--- src/rtl/mux4_rr_arbiter.sv ---
// Round-robin arbiter for four requesters sharing one 4:1-muxed resource.
// It drives a registered one-hot grant and the matching 2-bit mux select.
// While another requester is waiting, an owner is forced off after MAX_HOLD
// consecutive grant cycles.
module mux4_rr_arbiter #(
  parameter int unsigned MAX_HOLD = 8,
  parameter int unsigned HOLD_W   = 4
) (
  input  logic       clk,
  input  logic       rst_n,
  input  logic [3:0] req,
  output logic [3:0] gnt,
  output logic [1:0] sel,
  output logic       busy,
  output logic       preempt
);

  typedef enum logic {
    IDLE  = 1'b0,
    GRANT = 1'b1
  } state_t;

  // hold_cnt saturates here. With preemption disabled it saturates at all ones.
  localparam logic [HOLD_W-1:0] HOLD_SAT =
    (MAX_HOLD == 0) ? {HOLD_W{1'b1}} : HOLD_W'(MAX_HOLD);

  state_t            state_q, state_n;
  logic [1:0]        ptr_q, ptr_n;
  logic [1:0]        owner_q, owner_n;
  logic [HOLD_W-1:0] hold_cnt_q, hold_cnt_n;
  logic [3:0]        gnt_q, gnt_n;
  logic [1:0]        sel_q, sel_n;
  logic              preempt_q, preempt_n;

  logic [1:0]        winner;
  logic              found;
  logic [3:0]        others;
  logic              limit_hit;

  // First requesting index, scanning upward from the priority pointer.
  always_comb begin
    winner = ptr_q;
    found  = 1'b0;
    for (int i = 0; i < 4; i++) begin
      if (!found && req[ptr_q + 2'(i)]) begin
        winner = ptr_q + 2'(i);
        found  = 1'b1;
      end
    end
  end

  // Contention and hold-limit detection for the current owner.
  always_comb begin
    others    = req & ~(4'b0001 << owner_q);
    limit_hit = (MAX_HOLD != 0) && (hold_cnt_q == HOLD_SAT) && (others != 4'b0000);
  end

  // Next-state logic. A voluntary release takes priority over a forced one.
  always_comb begin
    state_n    = state_q;
    ptr_n      = ptr_q;
    owner_n    = owner_q;
    hold_cnt_n = hold_cnt_q;
    gnt_n      = gnt_q;
    sel_n      = sel_q;
    preempt_n  = 1'b0;
    case (state_q)
      IDLE: begin
        if (req != 4'b0000) begin
          state_n    = GRANT;
          owner_n    = winner;
          gnt_n      = 4'b0001 << winner;
          sel_n      = winner;
          hold_cnt_n = HOLD_W'(1);
        end
      end
      GRANT: begin
        if (!req[owner_q]) begin
          state_n = IDLE;
          gnt_n   = 4'b0000;
          ptr_n   = owner_q + 2'd1;
        end else if (limit_hit) begin
          state_n   = IDLE;
          gnt_n     = 4'b0000;
          ptr_n     = owner_q + 2'd1;
          preempt_n = 1'b1;
        end else if (hold_cnt_q != HOLD_SAT) begin
          hold_cnt_n = hold_cnt_q + HOLD_W'(1);
        end
      end
      default: begin
        state_n = IDLE;
        gnt_n   = 4'b0000;
      end
    endcase
  end

  // State register with asynchronous clear of every piece of arbitration state.
  always_ff @(posedge clk or negedge rst_n) begin
    if (!rst_n) begin
      state_q    <= IDLE;
      ptr_q      <= 2'd0;
      owner_q    <= 2'd0;
      hold_cnt_q <= '0;
      gnt_q      <= 4'b0000;
      sel_q      <= 2'd0;
      preempt_q  <= 1'b0;
    end else begin
      state_q    <= state_n;
      ptr_q      <= ptr_n;
      owner_q    <= owner_n;
      hold_cnt_q <= hold_cnt_n;
      gnt_q      <= gnt_n;
      sel_q      <= sel_n;
      preempt_q  <= preempt_n;
    end
  end

  assign gnt     = gnt_q;
  assign sel     = sel_q;
  assign busy    = |gnt_q;
  assign preempt = preempt_q;

endmodule

--- config.mk ---
export PLATFORM = sky130hd
export DESIGN_NAME = mux4_rr_arbiter
export DESIGN_NICKNAME = d
export VERILOG_FILES = /design/src/rtl/mux4_rr_arbiter.sv
export SDC_FILE = /design/constraint.sdc
export NUM_CORES = 1
export LEC_CHECK = 0
export CELL_PAD_IN_SITES_DETAIL_PLACEMENT = 2
export CELL_PAD_IN_SITES_GLOBAL_PLACEMENT = 2
export CORE_ASPECT_RATIO = 1.5
export CORE_MARGIN = 4
export CORE_UTILIZATION = 25
export CTS_BUF_LIST = sky130_fd_sc_hd__clkbuf_8
export CTS_CLUSTER_DIAMETER = 50
export CTS_CLUSTER_SIZE = 25
export DETAILED_ROUTE_END_ITERATION = 6
export GPL_ROUTABILITY_DRIVEN = 0
export GPL_TIMING_DRIVEN = 0
export PLACE_DENSITY_LB_ADDON = 0.1
export SYNTH_ARGS = -nofsm -noshare
export SYNTH_HDL_FRONTEND = slang
export SYNTH_SLANG_ARGS = --single-unit
export TNS_END_PERCENT = 100
--- constraint.sdc ---
create_clock -name clk -period 2.2 [get_ports clk]
set_input_delay 0.44 -clock clk [delete_from_list [all_inputs] [get_ports clk]]
set_output_delay 0.44 -clock clk [all_outputs]
set_load 0.01 [all_outputs]
==> results.txt, run 1 <==
syn_area_per_cell - 10.0 um^2
Reg2Reg Launch Point - sel[1]
DIE AREA - 0.00460 mm^2
number of synthesized flops with an enable pin - 0
grt ovf - 0
CP startpoint kind - flop
pre-CTS WS - -0.105 ns
metal2 WL - 1.28 mm
Root Buffer - clkbuf_8
Met3 Wirelength - 54 um
Synth Register Bits - 14
CP required - 1.76 ns
worst hold path class - flop to flop
Hold Path Stages - 1
# IOs - 14
status - finished, final reports clean
fmax - 477 MHz
commonest non-fill, non-tap cell in the layout - dfrtp_1
Num CTS Buffers - 3
Final Total Pwr - 1460 uW
initial antenna violation count - 0
Final Core Density - 0.330
routed vias - 756
worst r2r path cells - 6
clock slew seen by the registers of the worst setup and hold paths - 0.06 ns
fill count - 394
Synth Warn # - 0
worst skew pair latency - 0.25 ns
Sink Count - 14
CP max stage delay - 0.52 ns
Pre-antenna DRT Iters - 4
period utilisation layout - 0.952
H-tree levels - 1
global-route wire length before repair - 4.22 mm
Cell Pwr Density - 1300 mW/mm^2
Worst Clk Skew - 0.00332 ns
asr flop ratio synth - 1.00
fin cells - 148
Worst path depth - 2
drc violations - 0
vias in the first global route - 867
Most used DFF post-synth - dfrtp_1
largest net degree at the start of global routing - 15
Crit. End Element - output pin
M1 wire length - 1.03 mm
Clock Path Buffers - 2
fin worst setup slack - 0.106 ns
Total Neg Setup Slack - 0 ns
cell area after synthesis - 890 um^2
Slowest-stage cell, CP - or4_1
input/output buffers - 13
synth unique cells - 40
vias per cell - 5.11
crit path max fanout - 3
final-report hold violation count - 0
Cell Rows - 26
RSZ-0062 raised after global routing - false
Critical Path AT - 1.65 ns
WS Path Type - flop to output pin
worst path bufs/invs - 1
placed cells - 144
register area share after synthesis - 0.394
crit-path leading delay family - simple AND/OR/NAND/NOR gates
Leak Pwr - 0.000491 uW
Post-Syn Instances - 89
Final Critical Period - 2.09 ns
Slew Limit Fails - 0
Final setup viols - 0
Max Cap Viol - 0
fraction of layout instances using a drive strength above 1 - 0.151
Total Wirelength - 2.40 mm
Initial Utilization - 0.260
routed len/inst - 16.2 um
Max-slew headroom - 0.549
most frequent cells in the layout - dfrtp_1, clkdlybuf4s50_1, inv_1
Hold Crit Start - gnt[0]
fin nets - 119
Tot GR Track Use - 0.119
iteration-0 DRC count of the detailed router - 10
Worst VDD drop - 0.589 mV
HPWL after DPL - 1.91 mm
synthesis-to-finish area growth - 26.7%
post-CTS sizing - 0
die width - 56.7 um
Post-Syn Nets - 101
Final ANT Viol Nets - 0
Worst Max-Slew Pin Slew - 0.675 ns
hold_buf cts - 0
post-CTS setup buffers - 0
antenna cell count - 0
die height - 81.1 um
Worst Setup SP - gnt[1]
CTS tree - yes
crit-path cells - or4_1 -> clkdlybuf4s50_1
Core ar. - 0.00342 mm^2
Highest Signal Layer - met4
[flip-flops by register name (all words and copies together), names as in the netlist]
register	count
sel	2
ptr_q	2
state_q	1
hold_cnt_q	4
gnt	4
preempt	1
[report_power, final]
part | total (uW) | internal (uW) | switching [uW] | leakage [uW]
logic | 725 | 365 | 360 | 0.000286
clock network | 258 | 159 | 99.4 | 0.0000288
registers | 478 | 361 | 117 | 0.000176
total | 1460 | 885 | 576 | 0.000491
[stage by stage]
stage | instance area, um^2 | hold WS, ns
6_report | 1130 | 0.521
3_5_place_dp | 1070 | 0.512
3_3_place_gp | 1070 | 0.507
4_1_cts | 1130 | 0.524
5_1_grt | 1130 | 0.550
2_1_floorplan | 890 | 0.144
[cell families after synthesis]
kind of cell,Yosys count,synth area share
and+or+nand+nor,33,0.232
muxes,5,0.0619
adders and majority gates,6,0.0844
buffers and inverters,8,0.0352
DFF,14,0.394
AOI/OAI and AO/OA,23,0.193
[area by class of cell]
cell class	count	area [um^2]	share of cell area
sequential	14	350	0.311
inverter	7	26.3	0.0233
buffer	1	5.00	0.00444
timing repair buffer	13	130	0.115
clock buffer	4	55.1	0.0488
multi-input combinational	67	508	0.451
tap	42	52.6	0.0466
[synthesized netlist by cell type (2+ instances only)]
cell type / count / area, um^2
ha_1: 6 / 75.1
a41oi_1: 2 / 17.5
a22o_1: 2 / 17.5
mux2_2: 4 / 45.0
nor2_1: 5 / 18.8
or2b_1: 2 / 15.0
dfrtp_1: 14 / 350
o21ai_0: 2 / 10.0
a21oi_1: 3 / 15.0
nand2_1: 5 / 18.8
inv_1: 7 / 26.3
nand2b_1: 6 / 37.5
nand4_1: 2 / 12.5
o2bb2ai_1: 2 / 17.5
a211oi_1: 2 / 15.0
[per-layer routing]
| layer | up-vias | GRT usage |
|---|---|---|
| met4 | 0 | 0.0499 |
| met5 | - | 0 |
| met2 | 10 | 0.215 |
| met1 | 387 | 0.134 |
| li1 | 357 | - |
| met3 | 2 | 0.0223 |
[path summary, 6_finish.rpt]
check / end / slack [ns]
min reg2reg: gnt[0] / 0.52
max reg2reg: ptr_q[1] / 0.21
min in group asynchronous: hold_cnt_q[2] / 0.60
min: gnt[0] / 0.52
max: busy / 0.11
max in group asynchronous: ptr_q[0] / 1.17
Power figures use the tool's default switching activity.
==> run 2: changes to the inputs <==
--- a/config.mk
+++ b/config.mk
@@ -8,9 +8,8 @@
 export CELL_PAD_IN_SITES_DETAIL_PLACEMENT = 2
 export CELL_PAD_IN_SITES_GLOBAL_PLACEMENT = 2
 export CORE_ASPECT_RATIO = 1.5
-export CORE_MARGIN = 4
 export CORE_UTILIZATION = 25
-export CTS_BUF_LIST = sky130_fd_sc_hd__clkbuf_8
+export CTS_BUF_LIST = sky130_fd_sc_hd__clkbuf_16
 export CTS_CLUSTER_DIAMETER = 50
 export CTS_CLUSTER_SIZE = 25
 export DETAILED_ROUTE_END_ITERATION = 6
==> run 2 against run 1 <==
  * Hold slack got worse by 0.0099 ns
  * Via count up 0.40%
  * Wire length rose by 3.5%
  * Global-route usage increased by 3.6 points
  * First-iteration DRC count down 50%
  * Cell area increased by 2.1%
  * Die area decreased by 17%
  * Register-to-register slack got worse by 0.04 ns
  * Total power grew 7.5%
  * Non-clock buffer count unchanged
  * Combinational power up 2%
  * Clock-buffer cell count fell by 1
  * Largest cell class unchanged
==> results.txt, run 2 (synthesized netlist as in run 1, its figures left out) <==
fraction of layout instances using a drive strength above 1 - 0.142
Hold Path Stages - 1
Final Core Density - 0.337
crit path max fanout - 3
RSZ-0062 raised after global routing - false
Final setup viols - 0
Core ar. - 0.00342 mm^2
reg-to-reg slack, setup - 0.17 ns
Num CTS Buffers - 3
Cell Pwr Density - 1360 mW/mm^2
die height - 75.1 um
worst min-delay path endpoint - gnt[0]
commonest non-fill, non-tap cell in the layout - dfrtp_1
Net Sw Power - 601 uW
fin nets - 119
WS Path Type - flop to output pin
worst hold path class - flop to flop
Worst VDD drop - 0.528 mV
Crit. End Element - output pin
crit-path cells - or4_1 -> clkdlybuf4s50_1
DIE AREA - 0.00381 mm^2
Worst Clk Skew - 0.000885 ns
input/output buffers - 13
Int Pwr - 970 uW
part of the power in combinational logic - 0.469
worst r2r path cells - 6
global-route wire length before repair - 4.17 mm
Initial Utilization - 0.260
final-report hold violation count - 0
clock share of power - 0.224
CTS tree - yes
drc violations - 0
antenna cell count - 0
CP max stage delay - 0.52 ns
post-CTS sizing - 0
CP required - 1.76 ns
vias per cell - 5.13
routed vias - 759
worst skew pair latency - 0.25 ns
post-CTS setup buffers - 0
Final ANT Viol Nets - 0
# IOs - 14
fmax - 479 MHz
grt ovf - 0
H-tree levels - 1
Root Buffer - clkbuf_16
synthesis-to-finish area growth - 29.4%
die width - 50.7 um
Seq pwr share - 0.306
Critical Path AT - 1.65 ns
most frequent cells in the layout - dfrtp_1, clkdlybuf4s50_1, inv_1
Tot GR Track Use - 0.155
hold_buf cts - 0
clock slew seen by the registers of the worst setup and hold paths - 0.05 ns
Sink Count - 14
Reg2Reg Launch Point - sel[1]
iteration-0 DRC count of the detailed router - 5
Max-slew headroom - 0.561
CP startpoint kind - flop
Worst Max-Slew Pin Slew - 0.657 ns
Slowest-stage cell, CP - or4_1
HPWL after DPL - 1.92 mm
status - finished, final reports clean
Clock Path Buffers - 2
Sw Ratio - 0.383
Pre-antenna DRT Iters - 2
Leak Pwr - 0.000501 uW
largest net degree at the start of global routing - 15
Slew Limit Fails - 0
Placed Instance Area - 0.00107 mm^2
Cell Rows - 26
fin cells - 148
vias in the first global route - 824
initial antenna violation count - 0
Final Cell Area - 0.00115 mm^2
Reg2Reg Capture Point - ptr_q[1]
routed len/inst - 16.8 um
Hold Crit Start - gnt[0]
Max Cap Viol - 0
period utilisation layout - 0.949
Total Neg Setup Slack - 0 ns
Total Wirelength - 2.48 mm
Final Critical Period - 2.09 ns
placed cells - 144
-- run 2: cell count changes in the layout (fill, tap and decap cells not counted) --
cell       previous run  this run
clkbuf_8              4         0
clkbuf_16             0         3
clkinv_1              0         1
-- run 2: how the worst max path moves through the flow --
stage / from / cells past startpoint / to / slack (ns)
6_report: gnt[1] / 2 / busy / 0.11
5_1_grt: gnt[1] / 2 / busy / 0.06
4_1_cts: gnt[1] / 2 / busy / 0.09
3_5_place_dp: req[0] / 5 / ptr_q[1] / -0.11
3_3_place_gp: req[0] / 5 / ptr_q[0] / -0.10
2_1_floorplan: sel[0] / 6 / ptr_q[0] / 0.42
-- run 2: final cells by class --
class	instances	area, um^2
flip-flops and latches	14	350
clock buffers	3	75.1
fillers	404	2260
well taps	42	52.6
multi-input cells	67	508
plain buffers	1	5.00
inverters	7	26.3
repair buffers	13	130
clock inverters	1	3.75
-- run 2: power by group through the flow --
| stage | clock network [uW] | registers, uW | logic [uW] |
|---|---|---|---|
| 3_3_place_gp | 0 | 477 | 725 |
| 6_report | 352 | 481 | 738 |
| 3_5_place_dp | 0 | 486 | 747 |
| 4_1_cts | 364 | 483 | 757 |
| 2_1_floorplan | 0 | 467 | 472 |
| 5_1_grt | 368 | 500 | 830 |
-- run 2: metal layers --
metal | GRT usage | wire length, um | up-vias
li1 | - | - | 357
met1 | 0.159 | 1020 | 386
met2 | 0.292 | 1360 | 11
met3 | 0.0242 | 47 | 5
met4 | 0.0926 | 60 | 0
met5 | 0 | 0 | -
-- run 2: metrics by stage --
| step | setup WS (ns) | hold slack (ns) | power [uW] |
|---|---|---|---|
| after floorplan | 0.425 | 0.144 | 939 |
| after global placement | -0.105 | 0.507 | 1200 |
| after detailed placement | -0.113 | 0.506 | 1230 |
| after CTS | 0.0925 | 0.523 | 1600 |
| after global routing | 0.0592 | 0.532 | 1700 |
| final | 0.112 | 0.511 | 1570 |
-- run 2: worst max-delay path: cells and delay by family (launching register included) --
kind	cells	cell delay, ns
buffers and inverters	1	0.49
and+or+nand+nor	1	0.52
DFF	1	0.39
==> edit 1 (config.mk and constraints of run 1) <==
Change the parameter `HOLD_W` from 4 to 6.
--- a/src/rtl/mux4_rr_arbiter.sv
+++ b/src/rtl/mux4_rr_arbiter.sv
@@ -5,5 +5,5 @@
 module mux4_rr_arbiter #(
   parameter int unsigned MAX_HOLD = 8,
-  parameter int unsigned HOLD_W   = 4
+  parameter int unsigned HOLD_W   = 6
 ) (
   input  logic       clk,
Formal check against the unedited RTL: same outputs for any inputs over 10 cycles, from zero or initial values and one cycle with rst_n low; that may be too few to reach the edited logic, so the function may still have changed.
==> edit 1 against run 1 <==
Count of clock-buffer cells in the layout is the same; register-to-register slack gained 70 ps; utilization shrank 0.83 points; clock skew is essentially flat; largest cell class unchanged; area after synthesis grew 19%; power grew 16%; worst setup slack lost 24 ps; cell area grew 15%; sequential cell count grew 2; global-route usage grew 0.81 points; wire length grew 28%.
==> edit 1: results (changes against run 1) <==
{| class="wikitable"
! Metric !! Value
|-
| Maximum clock skew at final layout || 3.39 ps (+0.0678 ps)
|-
| Critical Path AT || 1680 ps (+30 ps)
|-
| Worst flop-to-flop path startpoint || sel[0]$_DFFE_PN0P_
|-
| Cell Count, Final, Fillers Out || 167 (+13%)
|-
| Synth cell count leaders || sky130_fd_sc_hd__dfrtp_1 (16), sky130_fd_sc_hd__inv_1 (8), sky130_fd_sc_hd__nand2_1 (8), sky130_fd_sc_hd__nand2b_1 (8), sky130_fd_sc_hd__ha_1 (6)
|-
| Wire length of the first global-routing pass || 5040 microns (+20%)
|-
| Headroom to the max-slew limit || 0.453 (-0.0957)
|-
| Worst-case vdd ir drop || 0.497 mV (-16%)
|-
| Via count of the first global-routing pass || 956 (+10%)
|-
| Net count of the finished layout || 135 (+13%)
|-
| Leading cell types by total area after synthesis || sky130_fd_sc_hd__dfrtp_1 (38%), sky130_fd_sc_hd__ha_1 (7.1%), sky130_fd_sc_hd__nand2b_1 (4.7%)
|-
| Fill cell count || 435 (+10%)
|-
| Number of cells in the design after placement || 163 (+13%)
|-
| Minimum setup slack among reg-to-reg paths || 280 ps (+70 ps)
|-
| Pre-Repair DR Iteration Count || 2 (-2)
|-
| Flip-flop count of the largest register after layout || 6
|-
| HP Start || gnt[3]$_DFFE_PN0P_
|-
| Leakage power of the design || 0.537 nW (+9.3%)
|-
| Largest buffer count on any clock path || 2 (unchanged)
|-
| Worst slack at placement || -77.6 ps (+27.8 ps)
|-
| Overall routing resource usage || 0.127 (+0.00812)
|-
| Port-buffer cells || 12 (-1)
|-
| Half-perimeter wire length after detailed placement || 2420 microns (+27%)
|-
| Mapped Nets || 118 (+17%)
|-
| WL per Instance || 18.3 microns (+13%)
|-
| Hold Path End || gnt[3]$_DFFE_PN0P_
|-
| Fraction of layout cells with a size suffix above 1 || 0.156 (+0.00479)
|-
| Sequential element share of the synthesized area || 0.378 (-0.0156)
|-
| Status || completed
|-
| Cell count after synthesis || 106 (+19%)
|-
| DR vias/cell || 5.31 (+4.0%)
|}
==> edit 1: cell types whose count changed after synthesis, sizes merged, moves of 3 or more <==
| cell | delta |
|---|---|
| a21oi | +3 |
| mux2i | +3 |
| or2b | -3 |
| nand2 | +4 |
| nor4 | +3 |
==> edit 1: what timing repair did <==
action | 4_1_cts | 5_1_grt
hold buffers | 0 | 0
gates resized for setup | 0 | 1
setup buffers | 0 | 0
setup endpoints to repair | 0 | 1
==> edit 1: kinds of logic (layout without fill, tap and decap cells) <==
| group | Yosys count | in the layout | synth area share |
|---|---|---|---|
| buffers and inverters | 9 | 25 | 0.0390 |
| DFF | 16 | 16 | 0.378 |
| AOI/OAI and AO/OA | 28 | 28 | 0.212 |
| and+or+nand+nor | 40 | 40 | 0.227 |
| muxes | 7 | 7 | 0.0733 |
| adders and majority gates | 6 | 6 | 0.0709 |
==> edit 1: worst max-delay path by stage <==
| stage | endpoint | slack (ps) | cells past startpoint |
|---|---|---|---|
| after CTS | busy | 60 | 2 |
| after detailed placement | hold_cnt_q[5]$_DFFE_PN0P_ | -80 | 5 |
| after floorplan | ptr_q[1]$_DFFE_PN0P_ | 540 | 6 |
| after global routing | busy | 20 | 2 |
| after global placement | ptr_q[1]$_DFFE_PN0P_ | -70 | 5 |
| final | busy | 80 | 2 |
==> edit 1: routing by layer <==
metal,share of wire,vias to the layer above,track usage,wire length (microns)
met2,0.57,8,0.242,1740
met3,0.020,4,0.0177,60
met4,0.010,0,0.0296,31
li1,-,423,-,-
met5,0,-,0,0
met1,0.40,452,0.141,1230
==> edit 1: critical path: cells and delay by family (launching register included) <==
kind          cells  cell delay [ps]
simple gates      1              520
buf+inv           1              490
flops             1              410
==> edit 1: cell type report <==
class / instances / area (sq um) / share of cell area
multi-input combinational: 81 / 623 / 0.481
sequential: 16 / 400 / 0.309
timing repair buffer: 12 / 120 / 0.0927
tap: 45 / 56.3 / 0.0434
clock buffer: 4 / 55.1 / 0.0425
inverter: 8 / 30.0 / 0.0232
buffer: 1 / 11.3 / 0.00869
==> edit 1: report_power, final <==
part | switching, mW | leakage, nW | total (mW) | internal, mW
Clock | 0.114 | 0.0288 | 0.273 | 0.159
Sequential | 0.148 | 0.205 | 0.551 | 0.403
Combinational | 0.453 | 0.304 | 0.871 | 0.418
Total | 0.715 | 0.537 | 1.70 | 0.981
==> edit 1: per-stage QoR <==
stage                     hold WS, ps  setup TNS [ps]  cell area [sq um]
final                             522               0               1300
after global routing              564               0               1300
after CTS                         531               0               1290
after detailed placement          505            -440               1230
after global placement            516            -277               1230
after floorplan                   144               0               1060
==> edit 2 (config.mk and constraints of run 1) <==
Without the edit above. Make the reset (`rst_n`) synchronous in one clocked block. Comments in the files are not updated.
--- a/src/rtl/mux4_rr_arbiter.sv
+++ b/src/rtl/mux4_rr_arbiter.sv
@@ -97,5 +97,5 @@
 
   // State register with asynchronous clear of every piece of arbitration state.
-  always_ff @(posedge clk or negedge rst_n) begin
+  always_ff @(posedge clk) begin
     if (!rst_n) begin
       state_q    <= IDLE;
Function: differs if rst_n is asserted again (counterexample within 4 cycles, from zero or initial values and one cycle with rst_n low); with rst_n held inactive, the same outputs for 10 cycles.
==> edit 2 against run 1 <==
Area after synthesis decreased by 3.9%; sequential cell count unchanged; sequential share of layout area decreased by 5.0 points; wire length increased by 0.38%; register-to-register slack improved by 260 ps; worst setup slack improved by 88 ps; cell area decreased by 4.6%; critical path depth unchanged; die area decreased by 3.5%.
Power is not compared: it rests on default switching activity, and its combinational part moved more than twofold at a synthesized area within 25%.
==> edit 2: results (changes against run 1) <==
{| class="wikitable"
! Metric !! Value
|-
| Number of different library cells in the post-synthesis netlist || 37 (-7.5%)
|-
| Net count of the finished layout || 126 (+5.9%)
|-
| Via count of the first global-routing pass || 844 (-2.7%)
|-
| Register share of the cell area || 0.260 (-0.0503)
|-
| Multi-input comb cells || 73 (+9.0%)
|-
| FF/Latch Area || 280 sq um (-20%)
|-
| Met3 WL || 71 microns (+31%)
|-
| Overall routing resource usage || 0.118 (-0.000379)
|-
| Worst slack at placement || -10.5 ps (+94.9 ps)
|-
| Pre-Repair DR Iteration Count || 2 (-2)
|-
| Multi-input logic portion of the cell area || 0.502 (+0.0517)
|-
| DRC marker count from the first detailed-route iteration || 14 (+4)
|-
| Leading cell types by total area after synthesis || sky130_fd_sc_hd__dfxtp_1 (33%), sky130_fd_sc_hd__ha_1 (8.8%), sky130_fd_sc_hd__o32ai_1 (4.1%)
|-
| Wire length of the first global-routing pass || 4170 microns (-1.1%)
|-
| Cell count after synthesis || 96 (+7.9%)
|-
| Total length of routed wires || 2410 microns (+0.38%)
|-
| Headroom to the max-slew limit || 0.686 (+0.137)
|-
| Met2 layer usage reported by global route || 0.222 (+0.00629)
|-
| Fraction of layout cells with a size suffix above 1 || 0.0893 (-0.0617)
|-
| Share of synthesized registers carrying an async set or reset || 0 (-1.00)
|-
| DR vias || 776 (+2.6%)
|-
| Global routing usage on met3 || 0.0210 (-0.00122)
|-
| Fill cell count || 371 (-5.8%)
|-
| WL per Instance || 15.8 microns (-2.3%)
|-
| Synth cell count leaders || sky130_fd_sc_hd__dfxtp_1 (14), sky130_fd_sc_hd__nand2_1 (8), sky130_fd_sc_hd__inv_1 (7), sky130_fd_sc_hd__nor2_1 (7), sky130_fd_sc_hd__ha_1 (6)
|-
| Non-clk buf share || 0.128 (+0.00804)
|-
| Maximum clock skew at final layout || 1.09 ps (-2.23 ps)
|-
| Diode insertion count for antenna repair || 0 (unchanged)
|-
| Insertion delay to the later sink of the worst-skew pair || about 240 ps
|-
| Mapped Nets || 108 (+6.9%)
|-
| Pin count of the biggest net entering global routing || 11 (-4)
|-
| Synth warn || 0 (unchanged)
|-
| Detailed-route wire length on metal 1 || 1030 microns (+0.29%)
|-
| Worst-case vdd ir drop || 0.318 mV
|-
| Final-layout clock-cell area share || 0.0384 (-0.0105)
|-
| Instance area at placement || 1030 sq um (-3.5%)
|-
| Part of the power in registers || 0.444
|-
| Post-layout total power || between 0.6 and 0.7 mW
|-
| Half-perimeter wire length after detailed placement || 1910 microns (-0.24%)
|-
| Status || completed
|-
| Signal buffers || 15 (+1)
|-
| Wire length on met2 || 1270 microns (-0.55%)
|-
| Number of cells in the design after placement || 149 (+3.5%)
|-
| Die extent in x || 55.7 microns (-1.7%)
|}
-- edit 2: logic make-up after synthesis --
| group | share of synthesized area |
|---|---|
| compound gates | 0.264 |
| simple gates | 0.223 |
| buf+inv | 0.0395 |
| mux | 0.0381 |
| xor+xnor | 0.0205 |
| fa+ha+maj | 0.0878 |
| flops | 0.328 |
-- edit 2: final timing paths --
kind                                           from               endpoint  slack [ps]  depth (start not counted)
worst min register to register  gnt[0]$_SDFFE_PN0P_    gnt[0]$_SDFFE_PN0P_         500                          2
worst max register to register  sel[0]$_SDFFE_PN0P_  ptr_q[1]$_SDFFE_PN0P_         470                          6
worst max-delay path            gnt[0]$_SDFFE_PN0P_                   busy         190                          2
worst min-delay path            gnt[0]$_SDFFE_PN0P_    gnt[0]$_SDFFE_PN0P_         500                          2
-- edit 2: worst max-delay path: cells and delay by family (launching register included) --
kind / cells / cell delay [ps]
AND/OR/NAND/NOR: 1 / 510
buffers and inverters: 1 / 500
flip-flops: 1 / 320
